`config.mk`:
```
export PLATFORM = sky130hd
export DESIGN_NAME = id_ex_stage_flat
export DESIGN_NICKNAME = d
export VERILOG_FILES = /design/src/rtl/core_pkg.sv /design/src/rtl/id_ex_stage_if.sv /design/src/rtl/fwd_precompute.sv /design/src/rtl/id_ex_stage.sv /design/src/flat_wrapper.sv
export SDC_FILE = /design/constraint.sdc
export NUM_CORES = 1
export LEC_CHECK = 0
export CAP_MARGIN = 20
export CORE_MARGIN = 2
export CORE_UTILIZATION = 42
export DETAILED_ROUTE_END_ITERATION = 6
export MAX_ROUTING_LAYER = met4
export PLACE_DENSITY = 0.85
export SYNTH_ARGS = -nofsm -noshare
export SYNTH_HDL_FRONTEND = slang
export SYNTH_HIERARCHICAL = 1
export SYNTH_SLANG_ARGS = --single-unit
export TNS_END_PERCENT = 10
```
`constraint.sdc`:
```
create_clock -name clk_i -period 5.3 [get_ports clk_i]
set_input_delay 0.795 -clock clk_i [delete_from_list [all_inputs] [get_ports clk_i]]
set_output_delay 0.795 -clock clk_i [all_outputs]
set_load 0.005 [all_outputs]
```
`src/rtl/core_pkg.sv`:
```
// rtl/core_pkg.sv - shared widths, control bundle bit map and forwarding encodings
// Purpose: constants shared by the ID/EX stage, its forwarding helper and the bus interface.
// Ports: none (package).
package core_pkg;

  localparam int DATA_W = 32;
  localparam int REG_AW = 5;
  localparam int CTRL_W = 8;

  // Control bundle bit map. ALUOp occupies [CTRL_ALUOP_MSB:CTRL_ALUOP_LSB].
  localparam int CTRL_REGWRITE  = 0;
  localparam int CTRL_MEMREAD   = 1;
  localparam int CTRL_MEMWRITE  = 2;
  localparam int CTRL_MEMTOREG  = 3;
  localparam int CTRL_ALUSRC    = 4;
  localparam int CTRL_ALUOP_LSB = 5;
  localparam int CTRL_ALUOP_MSB = 7;

  typedef logic [1:0] fwd_sel_t;

  localparam fwd_sel_t FWD_RF    = 2'b00;
  localparam fwd_sel_t FWD_EXMEM = 2'b10;
  localparam fwd_sel_t FWD_MEMWB = 2'b01;

endpackage

```
`src/rtl/id_ex_stage_if.sv`:
```
// rtl/id_ex_stage_if.sv - decode-to-execute bus between ID logic and the ID/EX register
// Purpose: bundles ID-stage operands/control, EX/MEM producer info and ID/EX outputs.
// Ports: none; modport slave is the ID/EX register, modport master is the ID-side driver.
interface id_ex_stage_if;
  import core_pkg::*;

  logic              freeze_i;
  logic              flush_i;
  logic [DATA_W-1:0] pc_i;
  logic [DATA_W-1:0] rs1_data_i;
  logic [DATA_W-1:0] rs2_data_i;
  logic [DATA_W-1:0] imm_i;
  logic [REG_AW-1:0] rs1_addr_i;
  logic [REG_AW-1:0] rs2_addr_i;
  logic [REG_AW-1:0] rd_addr_i;
  logic              use_rs1_i;
  logic              use_rs2_i;
  logic [CTRL_W-1:0] ctrl_i;
  logic [REG_AW-1:0] exmem_rd_i;
  logic              exmem_regwrite_i;

  logic [DATA_W-1:0] pc_o;
  logic [DATA_W-1:0] rs1_data_o;
  logic [DATA_W-1:0] rs2_data_o;
  logic [DATA_W-1:0] imm_o;
  logic [REG_AW-1:0] rs1_addr_o;
  logic [REG_AW-1:0] rs2_addr_o;
  logic [REG_AW-1:0] rd_addr_o;
  logic [CTRL_W-1:0] ctrl_o;
  fwd_sel_t          fwd_a_o;
  fwd_sel_t          fwd_b_o;
  logic              stall_o;

  modport slave (
    input  freeze_i, flush_i, pc_i, rs1_data_i, rs2_data_i, imm_i,
    input  rs1_addr_i, rs2_addr_i, rd_addr_i, use_rs1_i, use_rs2_i, ctrl_i,
    input  exmem_rd_i, exmem_regwrite_i,
    output pc_o, rs1_data_o, rs2_data_o, imm_o, rs1_addr_o, rs2_addr_o, rd_addr_o,
    output ctrl_o, fwd_a_o, fwd_b_o, stall_o
  );

  modport master (
    output freeze_i, flush_i, pc_i, rs1_data_i, rs2_data_i, imm_i,
    output rs1_addr_i, rs2_addr_i, rd_addr_i, use_rs1_i, use_rs2_i, ctrl_i,
    output exmem_rd_i, exmem_regwrite_i,
    input  pc_o, rs1_data_o, rs2_data_o, imm_o, rs1_addr_o, rs2_addr_o, rd_addr_o,
    input  ctrl_o, fwd_a_o, fwd_b_o, stall_o
  );

endinterface

```
`src/rtl/fwd_precompute.sv`:
```
// rtl/fwd_precompute.sv - forwarding select for one EX operand, evaluated in ID
// Purpose: picks the nearest in-flight producer of a source register for next cycle's EX.
// Ports: src_addr_i/use_i (ID source), idex_rd_i/idex_regwrite_i (producer now in EX),
//        exmem_rd_i/exmem_regwrite_i (producer now in MEM), fwd_o (2-bit select).
module fwd_precompute
  import core_pkg::*;
(
  input  logic [REG_AW-1:0] src_addr_i,
  input  logic              use_i,
  input  logic [REG_AW-1:0] idex_rd_i,
  input  logic              idex_regwrite_i,
  input  logic [REG_AW-1:0] exmem_rd_i,
  input  logic              exmem_regwrite_i,
  output fwd_sel_t          fwd_o
);

  logic w_hit_idex;
  logic w_hit_exmem;

  // Whatever sits in EX now is in EX/MEM when this consumer reaches EX,
  // and EX/MEM now becomes MEM/WB; x0 is hardwired and never forwarded.
  assign w_hit_idex  = use_i && idex_regwrite_i && (idex_rd_i != '0)
                       && (idex_rd_i == src_addr_i);
  assign w_hit_exmem = use_i && exmem_regwrite_i && (exmem_rd_i != '0)
                       && (exmem_rd_i == src_addr_i);

  always_comb begin
    fwd_o = FWD_RF;
    if (w_hit_idex) begin
      fwd_o = FWD_EXMEM;
    end else if (w_hit_exmem) begin
      fwd_o = FWD_MEMWB;
    end
  end

endmodule

```
`src/rtl/id_ex_stage.sv`:
```
// rtl/id_ex_stage.sv - ID/EX pipeline register with forwarding precompute and load-use stall
// Purpose: latches decode operands/control, registers EX forwarding selects, raises load-use stall.
// Ports: clk_i, rst_i (sync, active-high); bus (slave modport) carrying freeze/flush,
//        ID operands and control, EX/MEM producer info, registered outputs and stall_o.
module id_ex_stage
  import core_pkg::*;
(
  input  logic            clk_i,
  input  logic            rst_i,
  id_ex_stage_if.slave    bus
);

  logic [DATA_W-1:0] r_pc;
  logic [DATA_W-1:0] r_rs1_data;
  logic [DATA_W-1:0] r_rs2_data;
  logic [DATA_W-1:0] r_imm;
  logic [REG_AW-1:0] r_rs1_addr;
  logic [REG_AW-1:0] r_rs2_addr;
  logic [REG_AW-1:0] r_rd_addr;
  logic [CTRL_W-1:0] r_ctrl;
  fwd_sel_t          r_fwd_a;
  fwd_sel_t          r_fwd_b;

  fwd_sel_t          w_fwd_a;
  fwd_sel_t          w_fwd_b;
  logic              w_load_in_ex;
  logic              w_stall;
  logic              w_bubble;

  fwd_precompute u_fwd_a (
    .src_addr_i       (bus.rs1_addr_i),
    .use_i            (bus.use_rs1_i),
    .idex_rd_i        (r_rd_addr),
    .idex_regwrite_i  (r_ctrl[CTRL_REGWRITE]),
    .exmem_rd_i       (bus.exmem_rd_i),
    .exmem_regwrite_i (bus.exmem_regwrite_i),
    .fwd_o            (w_fwd_a)
  );

  fwd_precompute u_fwd_b (
    .src_addr_i       (bus.rs2_addr_i),
    .use_i            (bus.use_rs2_i),
    .idex_rd_i        (r_rd_addr),
    .idex_regwrite_i  (r_ctrl[CTRL_REGWRITE]),
    .exmem_rd_i       (bus.exmem_rd_i),
    .exmem_regwrite_i (bus.exmem_regwrite_i),
    .fwd_o            (w_fwd_b)
  );

  // A load in EX has no data until after MEM, so a dependent ID instruction
  // must wait one cycle; it then sees the load in EX/MEM and takes MEM/WB.
  assign w_load_in_ex = r_ctrl[CTRL_MEMREAD] && r_ctrl[CTRL_REGWRITE] && (r_rd_addr != '0);
  assign w_stall      = w_load_in_ex
                        && ((bus.use_rs1_i && (bus.rs1_addr_i == r_rd_addr))
                         || (bus.use_rs2_i && (bus.rs2_addr_i == r_rd_addr)));
  assign w_bubble     = bus.flush_i || w_stall;

  always_ff @(posedge clk_i) begin
    if (rst_i) begin
      r_pc       <= '0;
      r_rs1_data <= '0;
      r_rs2_data <= '0;
      r_imm      <= '0;
      r_rs1_addr <= '0;
      r_rs2_addr <= '0;
      r_rd_addr  <= '0;
      r_ctrl     <= '0;
      r_fwd_a    <= FWD_RF;
      r_fwd_b    <= FWD_RF;
    end else if (!bus.freeze_i) begin
      // Data and source indices are don't-care under a bubble, so they
      // always capture; only control, rd and selects are squashed.
      r_pc       <= bus.pc_i;
      r_rs1_data <= bus.rs1_data_i;
      r_rs2_data <= bus.rs2_data_i;
      r_imm      <= bus.imm_i;
      r_rs1_addr <= bus.rs1_addr_i;
      r_rs2_addr <= bus.rs2_addr_i;
      if (w_bubble) begin
        r_rd_addr <= '0;
        r_ctrl    <= '0;
        r_fwd_a   <= FWD_RF;
        r_fwd_b   <= FWD_RF;
      end else begin
        r_rd_addr <= bus.rd_addr_i;
        r_ctrl    <= bus.ctrl_i;
        r_fwd_a   <= w_fwd_a;
        r_fwd_b   <= w_fwd_b;
      end
    end
  end

  assign bus.pc_o       = r_pc;
  assign bus.rs1_data_o = r_rs1_data;
  assign bus.rs2_data_o = r_rs2_data;
  assign bus.imm_o      = r_imm;
  assign bus.rs1_addr_o = r_rs1_addr;
  assign bus.rs2_addr_o = r_rs2_addr;
  assign bus.rd_addr_o  = r_rd_addr;
  assign bus.ctrl_o     = r_ctrl;
  assign bus.fwd_a_o    = r_fwd_a;
  assign bus.fwd_b_o    = r_fwd_b;
  assign bus.stall_o    = w_stall;

endmodule

```
`src/flat_wrapper.sv`:
```
// flat-port wrapper written by rule: the top's interface ports become plain ports
module id_ex_stage_flat import core_pkg::*;
  (clk_i, rst_i, bus_freeze_i, bus_flush_i, bus_pc_i, bus_rs1_data_i, bus_rs2_data_i, bus_imm_i, bus_rs1_addr_i, bus_rs2_addr_i, bus_rd_addr_i, bus_use_rs1_i, bus_use_rs2_i, bus_ctrl_i, bus_exmem_rd_i, bus_exmem_regwrite_i, bus_pc_o, bus_rs1_data_o, bus_rs2_data_o, bus_imm_o, bus_rs1_addr_o, bus_rs2_addr_o, bus_rd_addr_o, bus_ctrl_o, bus_fwd_a_o, bus_fwd_b_o, bus_stall_o);
  id_ex_stage_if bus_i ();
  input  logic clk_i;
  input  logic rst_i;
  input wire logic [$bits(bus_i.freeze_i)-1:0] bus_freeze_i;
  input wire logic [$bits(bus_i.flush_i)-1:0] bus_flush_i;
  input wire logic [$bits(bus_i.pc_i)-1:0] bus_pc_i;
  input wire logic [$bits(bus_i.rs1_data_i)-1:0] bus_rs1_data_i;
  input wire logic [$bits(bus_i.rs2_data_i)-1:0] bus_rs2_data_i;
  input wire logic [$bits(bus_i.imm_i)-1:0] bus_imm_i;
  input wire logic [$bits(bus_i.rs1_addr_i)-1:0] bus_rs1_addr_i;
  input wire logic [$bits(bus_i.rs2_addr_i)-1:0] bus_rs2_addr_i;
  input wire logic [$bits(bus_i.rd_addr_i)-1:0] bus_rd_addr_i;
  input wire logic [$bits(bus_i.use_rs1_i)-1:0] bus_use_rs1_i;
  input wire logic [$bits(bus_i.use_rs2_i)-1:0] bus_use_rs2_i;
  input wire logic [$bits(bus_i.ctrl_i)-1:0] bus_ctrl_i;
  input wire logic [$bits(bus_i.exmem_rd_i)-1:0] bus_exmem_rd_i;
  input wire logic [$bits(bus_i.exmem_regwrite_i)-1:0] bus_exmem_regwrite_i;
  output wire logic [$bits(bus_i.pc_o)-1:0] bus_pc_o;
  output wire logic [$bits(bus_i.rs1_data_o)-1:0] bus_rs1_data_o;
  output wire logic [$bits(bus_i.rs2_data_o)-1:0] bus_rs2_data_o;
  output wire logic [$bits(bus_i.imm_o)-1:0] bus_imm_o;
  output wire logic [$bits(bus_i.rs1_addr_o)-1:0] bus_rs1_addr_o;
  output wire logic [$bits(bus_i.rs2_addr_o)-1:0] bus_rs2_addr_o;
  output wire logic [$bits(bus_i.rd_addr_o)-1:0] bus_rd_addr_o;
  output wire logic [$bits(bus_i.ctrl_o)-1:0] bus_ctrl_o;
  output wire logic [$bits(bus_i.fwd_a_o)-1:0] bus_fwd_a_o;
  output wire logic [$bits(bus_i.fwd_b_o)-1:0] bus_fwd_b_o;
  output wire logic [$bits(bus_i.stall_o)-1:0] bus_stall_o;
  assign bus_i.freeze_i = bus_freeze_i;
  assign bus_i.flush_i = bus_flush_i;
  assign bus_i.pc_i = bus_pc_i;
  assign bus_i.rs1_data_i = bus_rs1_data_i;
  assign bus_i.rs2_data_i = bus_rs2_data_i;
  assign bus_i.imm_i = bus_imm_i;
  assign bus_i.rs1_addr_i = bus_rs1_addr_i;
  assign bus_i.rs2_addr_i = bus_rs2_addr_i;
  assign bus_i.rd_addr_i = bus_rd_addr_i;
  assign bus_i.use_rs1_i = bus_use_rs1_i;
  assign bus_i.use_rs2_i = bus_use_rs2_i;
  assign bus_i.ctrl_i = bus_ctrl_i;
  assign bus_i.exmem_rd_i = bus_exmem_rd_i;
  assign bus_i.exmem_regwrite_i = bus_exmem_regwrite_i;
  assign bus_pc_o = bus_i.pc_o;
  assign bus_rs1_data_o = bus_i.rs1_data_o;
  assign bus_rs2_data_o = bus_i.rs2_data_o;
  assign bus_imm_o = bus_i.imm_o;
  assign bus_rs1_addr_o = bus_i.rs1_addr_o;
  assign bus_rs2_addr_o = bus_i.rs2_addr_o;
  assign bus_rd_addr_o = bus_i.rd_addr_o;
  assign bus_ctrl_o = bus_i.ctrl_o;
  assign bus_fwd_a_o = bus_i.fwd_a_o;
  assign bus_fwd_b_o = bus_i.fwd_b_o;
  assign bus_stall_o = bus_i.stall_o;
  id_ex_stage u_core (.clk_i(clk_i), .rst_i(rst_i), .bus(bus_i));
endmodule
```
==> results by group <==
Detailed routing
  – Average vias per placed instance: slightly below 5
  – Detailed Route Iter0 Violations: 349
  – DR vias: between 5000 and 6000
  – Wire length per cell: roughly 16 µm
  – First-pass DRT Iterations: 4
  – DRT antenna net count: 0
  – DR DRC count: 0
  – Routed WL: roughly 18 mm

Die
  – Die W: between 100 and 150 µm
  – I/O pins: about 320
  – Full die area: 15300 µm²
  – Die height: 124 µm
  – Core region area: 13900 µm²
  – Num rows: 43
  – Initial Util: a little over two fifths

GRT
  – Largest net degree at the start of global routing: 78
  – Global Route Usage Sum: around 23%
  – Total grt overflow: 0
  – Number of global-route vias before repair: 5072
  – Initial antenna violation count: 0
  – Global-route wire length before repair: between 20 and 30 mm

STA
  – Final setup viols: 0
  – Tmin final: between 3000 and 4000 ps
  – TNS Setup: 0 ps
  – FMAX: between 200 and 300 MHz
  – Setup skew after layout: just under 5 ps
  – Fin. max-slew vios: 0
  – Final worst slack: about 1700 ps
  – RSZ-0062 raised after global routing: no
  – Period utilization: 68.1%
  – Relative slew slack: 27.5%
  – Worst slew pin tran: 1090 ps
  – Total count of hold-check failures in the final report: 0

CTS
  – CTS Root Buffer Type: clkbuf_16
  – TritonCTS Buffers: 17
  – CTS H-tree lvls: 4
  – Clock latency on the worst-skew pair: ~420 ps
  – Max clock buf depth: 2
  – Setup Buffers After CTS: 0
  – Post_cts resized: 0
  – CTS tree: built
  – Hold buffers post-CTS: 0
  – Clk pin slew, worst setup/hold paths: approximately 60 ps
  – Clock Sinks: 155

Logic synthesis
  – Cell with the most instances after synthesis: dfxtp_1
  – Avg Cell Area, Syn: 10.4 µm²
  – Syn Std Cell Area: about 6000 µm²
  – Post-synth EDFFs: 0
  – Syn Nets: around 740
  – Number of synthesis warnings: 6
  – Ys async rst share: 0%
  – Synth cell count leaders: dfxtp_1 (155), mux2i_1 (138), nor2_1 (138)
  – Synth top area share: between 50% and 60%
  – Post-synthesis cell type count: 28
  – Seq/Total Area, Yosys: between 50% and 60%
  – Post-Syn Instances: 581
  – Synth top area cells: dfxtp_1 (52%), mux2i_1 (23%), nor2_1 (8.6%), xnor2_1 (3.5%), a32oi_1 (2.5%)
  – Synth Flop Type: dfxtp_1
  – Area leader, netlist: dfxtp_1
  – Synth Register Bits: about 160

Cells and area
  – Layout area overhead: 63.8%
  – Share of cells above drive strength 1: 6.26%
  – N_diodes: 0
  – Non-filler instance count after layout: 1075
  – Final nets: ~1000

Power and ir drop
  – Max VDD drop: about 220 µV
  – Leak: roughly 4.0 nW
  – Overall power: just under 3 mW
  – Pwr Density: about 300 nW/µm²

Setup path
  – Worst r2r dst: u_core/bus.fwd_b_o[0]$_SDFFE_PP0N_
  – Worst Reg-to-Reg Cells: 6
  – Delay-heaviest family, CP: buffers and inverters
  – FF-to-FF Start: u_core/bus.rd_addr_o[1]$_SDFFE_PP0N_
  – Crit path max-delay cell type: clkdlybuf4s50_1
  – Worst EP required: about 4500 ps
  – Critical path launch point: bus_rs1_addr_i[2]
  – WP buf/inv: 3
  – Worst-path cell chain: clkdlybuf4s50_1, xnor2_1, nand4_1, o22ai_2, buf_4, nor2b_1, clkdlybuf4s50_1
  – Startpoint Class: primary input
  – CP arrival: between 2000 and 3000 ps
  – R2R setup slack: around 3300 ps
  – Worst-path maximum fanout: 18
  – Setup crit end kind: output port
  – Worst path max stage delay: 620 ps
  – Setup Crit Path Kind: primary input to output port
  – Most used cell, CP: clkdlybuf4s50_1

Placed design
  – Gpl congestion: around 0.85
  – # port buffers: ~320
  – Placed Cells: roughly 1000
  – DP Worst Slack: 1680 ps
  – HPWL after DPL: 12.7 mm

Worst hold path
  – Worst Hold Class: register to register
  – Hold path startpoint: u_core/bus.ctrl_o[3]$_SDFFE_PP0N_
  – Hold Path Stages: 2
  – Hold EP: u_core/bus.ctrl_o[3]$_SDFFE_PP0N_

Run status
  – Status: finished clean

Job
  – Max cap viols: 0
==> power breakdown <==
part | internal (mW) | leakage (nW) | switching (mW)
logic | 0.305 | 2.48 | 0.170
registers | 1.24 | 1.28 | 0.0451
clock network | 0.735 | 0.282 | 0.466
==> sequential cells by signal, summed over array words and instances (netlist names) <==
name	count
u_core/bus.ctrl_o	8
u_core/bus.pc_o	32
u_core/bus.rs2_data_o	32
u_core/bus.rs1_addr_o	5
u_core/bus.imm_o	32
u_core/bus.rs2_addr_o	5
u_core/bus.rs1_data_o	32
u_core/bus.fwd_a_o	2
u_core/bus.fwd_b_o	2
u_core/bus.rd_addr_o	5
==> cell type report <==
class | instances | area [µm²]
clock buffer | 19 | 433
multi-input combinational | 381 | 2710
timing repair buffer | 323 | 3230
fill | 1043 | 4060
tap | 180 | 225
clock inverter | 13 | 151
inverter | 4 | 15.0
sequential | 155 | 3100
==> logic make-up after synthesis <==
kind of cell	after synthesis	synth area share, %
simple gates	171	11.5
flops	155	51.5
mux	138	22.9
compound gates	46	6.75
buf+inv	45	3.57
xor+xnor	26	3.78
==> layer usage <==
metal | global-route usage (%) | vias to the layer above | share of wire [%]
met5 | - | - | 0
met4 | 8.88 | 0 | 1.8
met3 | 7.42 | 19 | 9.7
met2 | 37.6 | 229 | 49
met1 | 25.9 | 2446 | 40
li1 | - | 2589 | -
==> through the flow <==
stage / util (%) / hold WS, ps / instance area, µm²
final: 70.8 / 474 / 9870
after global routing: 70.8 / 490 / 9870
after CTS: 70.6 / 472 / 9840
after detailed placement: 66.5 / 456 / 9260
after global placement: 66.5 / 448 / 9260
after floorplan: - / 465 / 6020
==> how the worst max path moves through the flow <==
| stage | end | slack, ps | cells past startpoint |
|---|---|---|---|
| CTS | bus_stall_o | 1670 | 7 |
| floorplan | bus_stall_o | 2990 | 4 |
| global placement | bus_stall_o | 1670 | 7 |
| global route | bus_stall_o | 1590 | 7 |
| detailed placement | bus_stall_o | 1680 | 7 |
| finish | bus_stall_o | 1690 | 7 |
==> layout by cell type (no fill, tap or decap), types with 3 or more instances in the layout <==
master and instances:
inv_1 4, o21ai_2 9, clkbuf_16 17, bufinv_16 3, xnor2_1 24, clkinv_2 6, a32oi_1 17, nor2_1 138
o21ai_1 8, dfxtp_1 155, nand4_1 4, mux2i_1 138, clkinvlp_4 3, clkdlybuf4s50_1 316, nand2_1 19, buf_4 4
==> worst register-to-register path: cells and delay by family (launching register included) <==
kind             cells  cell delay, ps
AO/OA/AOI/OAI        3             750
AND/OR/NAND/NOR      2             250
XOR/XNOR             1             180
flip-flops           1             650
No activity file was read; power rests on OpenSTA's default activity.
